### src/rtl/rfbw_ic_refill.sv
// Instruction-cache miss handler: tag compare on the registered fetch address,
// 8-beat line refill into the data RAM, tag install into a round-robin victim way.
module rfbw_ic_refill #(
    parameter int unsigned AWID  = 32,
    parameter int unsigned BEATS = 8
) (
    input  logic            i_clk,
    input  logic            i_rst,
    input  logic [AWID-1:0] i_ip,
    input  logic            i_ip_v,
    input  logic [AWID-8:0] i_tag [0:3],
    output logic            o_hit,
    output logic [1:0]      o_hit_way,
    output logic            o_busy,
    output logic            o_mem_req,
    output logic [AWID-1:0] o_mem_adr,
    input  logic            i_mem_ack,
    input  logic [127:0]    i_mem_dat,
    input  logic            i_mem_err,
    output logic            o_dwr,
    output logic [11:0]     o_dwr_adr,
    output logic [127:0]    o_dwr_dat,
    output logic            o_tag_wr,
    output logic [AWID-1:0] o_tag_ipo,
    output logic [1:0]      o_tag_way,
    output logic            o_fault
);

    localparam int unsigned   BW   = $clog2(BEATS);
    localparam logic [BW-1:0] LAST = BW'(BEATS - 1);

    typedef enum logic [1:0] {
        S_IDLE,
        S_FETCH,
        S_TAGUPD,
        S_SETTLE
    } state_t;

    state_t          r_state;
    state_t          w_state_nx;
    logic [AWID-8:0] r_rip;
    logic            r_rip_v;
    logic [BW-1:0]   r_beat;
    logic [1:0]      r_rr;
    logic [1:0]      r_victim;

    logic [3:0]      w_match;
    logic [1:0]      w_low_way;
    logic            w_lookup;
    logic            w_hit;
    logic            w_miss;
    logic            w_unused_ip_lo;

    // Line offset bits never take part in lookup or refill addressing.
    assign w_unused_ip_lo = ^i_ip[6:0];

    assign w_lookup = (r_state == S_IDLE) && r_rip_v;
    assign w_hit    = w_lookup && (|w_match);
    assign w_miss   = w_lookup && !(|w_match);

    // Per-way tag compare against the registered fetch address.
    always_comb begin
        w_match = '0;
        for (int unsigned w = 0; w < 4; w++) begin
            w_match[w] = (i_tag[w] == r_rip);
        end
    end

    // Lowest-numbered matching way wins (scan high to low, last write wins).
    always_comb begin
        w_low_way = 2'd0;
        for (int unsigned w = 0; w < 4; w++) begin
            if (w_match[3 - w]) begin
                w_low_way = 2'(3 - w);
            end
        end
    end

    // Next-state selection.
    always_comb begin
        w_state_nx = r_state;
        case (r_state)
            S_IDLE:   if (w_miss) w_state_nx = S_FETCH;
            S_FETCH: begin
                if (i_mem_err) begin
                    w_state_nx = S_IDLE;
                end else if (i_mem_ack && (r_beat == LAST)) begin
                    w_state_nx = S_TAGUPD;
                end
            end
            S_TAGUPD: w_state_nx = S_SETTLE;
            S_SETTLE: w_state_nx = S_IDLE;
            default:  w_state_nx = S_IDLE;
        endcase
    end

    // State register plus fetch-address capture, beat, victim and round-robin counters.
    always_ff @(posedge i_clk) begin
        if (i_rst) begin
            r_state  <= S_IDLE;
            r_rip    <= '0;
            r_rip_v  <= 1'b0;
            r_beat   <= '0;
            r_rr     <= 2'd0;
            r_victim <= 2'd0;
        end else begin
            r_state <= w_state_nx;
            case (r_state)
                S_IDLE: begin
                    // On a miss the captured address is held so the refill targets
                    // the missing line rather than whatever is presented next.
                    if (w_miss) begin
                        r_beat   <= '0;
                        r_victim <= r_rr;
                    end else begin
                        r_rip   <= i_ip[AWID-1:7];
                        r_rip_v <= i_ip_v;
                    end
                end
                S_FETCH: begin
                    if (i_mem_err) begin
                        r_rip_v <= 1'b0;
                    end else if (i_mem_ack) begin
                        r_beat <= r_beat + BW'(1);
                    end
                end
                S_TAGUPD: r_rr <= r_rr + 2'd1;
                default: ;
            endcase
        end
    end

    // Output decode; everything is forced to zero while reset is asserted.
    always_comb begin
        o_hit     = 1'b0;
        o_hit_way = 2'd0;
        o_busy    = 1'b0;
        o_mem_req = 1'b0;
        o_mem_adr = '0;
        o_dwr     = 1'b0;
        o_dwr_adr = '0;
        o_dwr_dat = '0;
        o_tag_wr  = 1'b0;
        o_tag_ipo = '0;
        o_tag_way = 2'd0;
        o_fault   = 1'b0;
        if (!i_rst) begin
            o_busy    = (r_state != S_IDLE);
            o_hit     = w_hit;
            o_hit_way = w_hit ? w_low_way : 2'd0;
            case (r_state)
                S_FETCH: begin
                    o_mem_req = 1'b1;
                    o_mem_adr = {r_rip, r_beat, 4'b0000};
                    o_dwr     = i_mem_ack && !i_mem_err;
                    o_dwr_adr = {r_victim, r_rip[6:0], r_beat};
                    o_dwr_dat = i_mem_dat;
                    o_fault   = i_mem_err;
                end
                S_TAGUPD: begin
                    o_tag_wr  = 1'b1;
                    o_tag_ipo = {r_rip, 7'b0000000};
                    o_tag_way = r_victim;
                end
                default: ;
            endcase
        end
    end

endmodule

### config.mk
export PLATFORM = sky130hd
export DESIGN_NAME = rfbw_ic_refill
export DESIGN_NICKNAME = d
export VERILOG_FILES = /design/src/rtl/rfbw_ic_refill.sv
export SDC_FILE = /design/constraint.sdc
export NUM_CORES = 1
export LEC_CHECK = 0
export ABC_AREA = 1
export ABC_CLOCK_PERIOD_IN_PS = 3400
export CORE_AREA = 2 2 187 189
export CTS_BUF_LIST = sky130_fd_sc_hd__clkbuf_16
export DETAILED_ROUTE_END_ITERATION = 8
export DIE_AREA = 0 0 189 191
export REMOVE_ABC_BUFFERS = 1
export SYNTH_ARGS = -nofsm -noshare
export SYNTH_HDL_FRONTEND = slang
export SYNTH_SLANG_ARGS = --single-unit
### constraint.sdc
create_clock -name i_clk -period 3.4 [get_ports i_clk]
set_clock_uncertainty 0.15 [all_clocks]
set_input_delay 0.34 -clock i_clk [delete_from_list [all_inputs] [get_ports i_clk]]
set_output_delay 0.34 -clock i_clk [all_outputs]
set_load 0.02 [all_outputs]
==> flow_metrics.tcl <==
set metrics [dict create \
    outcome "completed" \
    hold_end "r_rr[1]" \
    dp_slack_ns 0.235 \
    pwr-share-clk_pct 26.9 \
    grt_max_degree 134 \
    rr_worst_depth 13 \
    finalCriticalPeriod_ns 3.19 \
    viasPerCell 3.87 \
    yosys.area_share.simple_pct 55.1 \
    crit_path_start_kind "flip-flop" \
    drt_pass1_iterations 5 \
    whs_path_depth 2 \
    dpl.hpwl_um 24200 \
    antennaDiodeCount 0 \
    final_util_pct 28.6 \
    mostFrequentLayoutCells "clkdlybuf4s50_1, nand2_1, nor2_1" \
    clk_path_buf_depth 2 \
    io_pins 479 \
    clk_latency_ns 0.29 \
    n_fill_cell 3811 \
    clk_pin_slew_ns 0.06 \
    antenna_found_initial 6 \
    fin_setup_tns_ns 0 \
    rsz0062_at_grt "true" \
    multi_input_area_sq_um 3230 \
    worstMarginPinSlew_ns 1.21 \
    hold_viol 0 \
    portBuffers 460 \
    met2_usage_pct 27.9 \
    die_w_um 189 \
    hp-start "i_rst" \
    grt_pass1_vias 6707 \
    postSynthCellCount 963 \
    layout_commonest_cell "clkdlybuf4s50_1" \
    gp_congestion 0.929 \
    synthToLayoutAreaGrowth_pct 107 \
    synth_compound_gate_area_share_pct 4.12 \
    p_leak_nw 4.03 \
    drtIter0Drc 233 \
    regToRegEndpoint "r_rip[11]" \
    synth-xor-area-share_pct 8.01 \
    hold_buffers 0 \
    drv_cap 0 \
    p_per_area_nw_per_um2 241 \
    synth-adder-area-share_pct 0.532 \
    power_frac_seq_pct 23.3 \
    period_share_pct 93.7 \
    core_sq_um 34100 \
    start_util_pct 13.8 \
    pwr-share-comb_pct 49.7 \
    critPathKind "reg -> out" \
    nets 1639 \
    timing.final.ws_setup_ns 0.213 \
    clock-root-buffer "clkbuf_16" \
    die-height_um 191 \
    maxSlewViolCount 0 \
    cp-end-kind "output port" \
    syn_avg_cell_area_sq_um 4.88 \
    cts_buffers 5 \
    ys_ff_latch 35 \
    met3_usage_pct 5.73 \
    final_cells 1828 \
    setup_viol 0 \
    drive_above_1_share_pct 3.13 \
    seq_area_sq_um 701 \
    gr-total-overflow 0 \
    r2r-start "r_rip[3]" \
    worstPathRequired_ns 2.91 \
    hp-class "in -> reg" \
    power_switching_share_pct 38.3 \
    postCtsSetupRepairBufs 0 \
    ctsResizeCount 0 \
    switchingPower_mw 0.899 \
    ir_drop_mv 0.225 \
    p_int_mw 1.45 \
    dp.cells 1820 \
    use_met1_pct 15.4 \
    ant_nets 0 \
    synth_cell_types 29 \
    synth_seq_area_share_pct 14.9 \
    routed_wl_um 28500 \
    routedWlPerCell_um 15.6 \
    max_clock_freq_mhz 314 \
    busiest_layer "met2" \
    cp_max_fo 30 \
    syn-cell-area_sq_um 4700 \
    row_count 68 \
    grt_first_pass_wirelength_um 40500 \
    cts.sinks 35 \
    drc 0 \
    r2r_slack_ns 0.89 \
    hold-worst-slack_ns 0.176 \
    synthMuxAreaShare_pct 0 \
    arrival_ns 2.70 \
    cts_tree "done" \
    vias 7067 \
    die_area_sq_um 36100 \
    synth_top_family_by_area "simple AND/OR/NAND/NOR gates" \
    maxSlewHeadroom_pct 19.0 \
    cts_max_level 2 \
    grtUsageTotal_pct 14.8 \
    yosysWarnings 0 \
]
==> cell type report <==
class | instances | share of cell area (%)
Tap cell | 455 | 5.84
Timing Repair Buffer | 466 | 48.0
Clock buffer | 5 | 1.28
Multi-Input combinational cell | 765 | 33.2
Inverter | 99 | 3.86
Sequential cell | 35 | 7.19
Clock inverter | 3 | 0.693
==> state kept, by name, indices dropped and copies added, names as in the netlist, named ones only <==
register / count
r_beat: 3
r_rip: 25
r_state: 1
r_victim: 2
r_rip_v: 1
r_rr: 2
==> logic make-up after synthesis <==
group | after synthesis
xor gates and xnor gates | 43
adders and majority gates | 2
AOI/OAI and AO/OA | 38
other | 1
and+or+nand+nor | 671
buffers and inverters | 173
DFF | 35
==> stage by stage <==
step | power (mW) | instance area, sq um
floorplan | 1.11 | 4300
global placement | 1.72 | 9560
detailed placement | 1.75 | 9560
CTS | 2.40 | 9750
global route | 2.53 | 9750
finish | 2.35 | 9750
==> cells in the mapped netlist, drive strengths merged <==
| library cell | count | share of area, % |
|---|---|---|
| inv | 98 | 7.9 |
| xnor2 | 34 | 6.3 |
| a21oi | 9 | 0.96 |
| clkbuf | 32 | 2.6 |
| nor3b | 1 | 0.16 |
| dfxtp | 35 | 15 |
| o211ai | 1 | 0.16 |
| xor2 | 9 | 1.7 |
| conb | 1 | 0.080 |
| o22ai | 1 | 0.13 |
| nor2 | 303 | 25 |
| ha | 2 | 0.53 |
| buf | 42 | 6.7 |
| clkinv | 1 | 0.080 |
| nor3 | 5 | 0.53 |
| nand3 | 11 | 1.4 |
| nand2 | 351 | 28 |
| o21ai | 27 | 2.9 |
==> how the worst max path moves through the flow <==
stage	start	endpoint	slack (ns)	cells past startpoint
finish	r_state[0]	o_mem_adr[26]	0.21	7
global route	r_state[0]	o_mem_adr[26]	-0.09	7
floorplan	r_state[0]	o_dwr_adr[0]	-3.34	6
global placement	i_tag[80]	o_hit_way[0]	0.24	14
detailed placement	i_tag[55]	o_hit_way[0]	0.24	14
CTS	r_state[0]	o_mem_adr[26]	0.11	7
==> power by group through the flow <==
stage | Sequential (mW) | Combinational (mW) | Clock, mW
after global placement | 0.555 | 1.17 | 0
after global routing | 0.560 | 1.29 | 0.673
final | 0.548 | 1.17 | 0.633
after floorplan | 0.533 | 0.576 | 0
after CTS | 0.549 | 1.19 | 0.663
after detailed placement | 0.559 | 1.19 | 0
==> worst max-delay path, stage by stage, from the launching register on <==
cell and delay (ns):
dfxtp_1 0.40, inv_1 0.11, nor2_4 0.12, inv_1 0.09
nor2_1 0.12, inv_1 0.51, nor2_1 0.37, clkdlybuf4s50_1 0.66
==> layer usage <==
metal	routed length, um	vias to the layer above	part of all wire, %
li1	-	3598	-
met1	10600	3124	37
met2	14400	300	51
met3	2800	35	9.9
met4	606	10	2.1
met5	66	-	0.23
No activity file was read; power rests on OpenSTA's default activity.
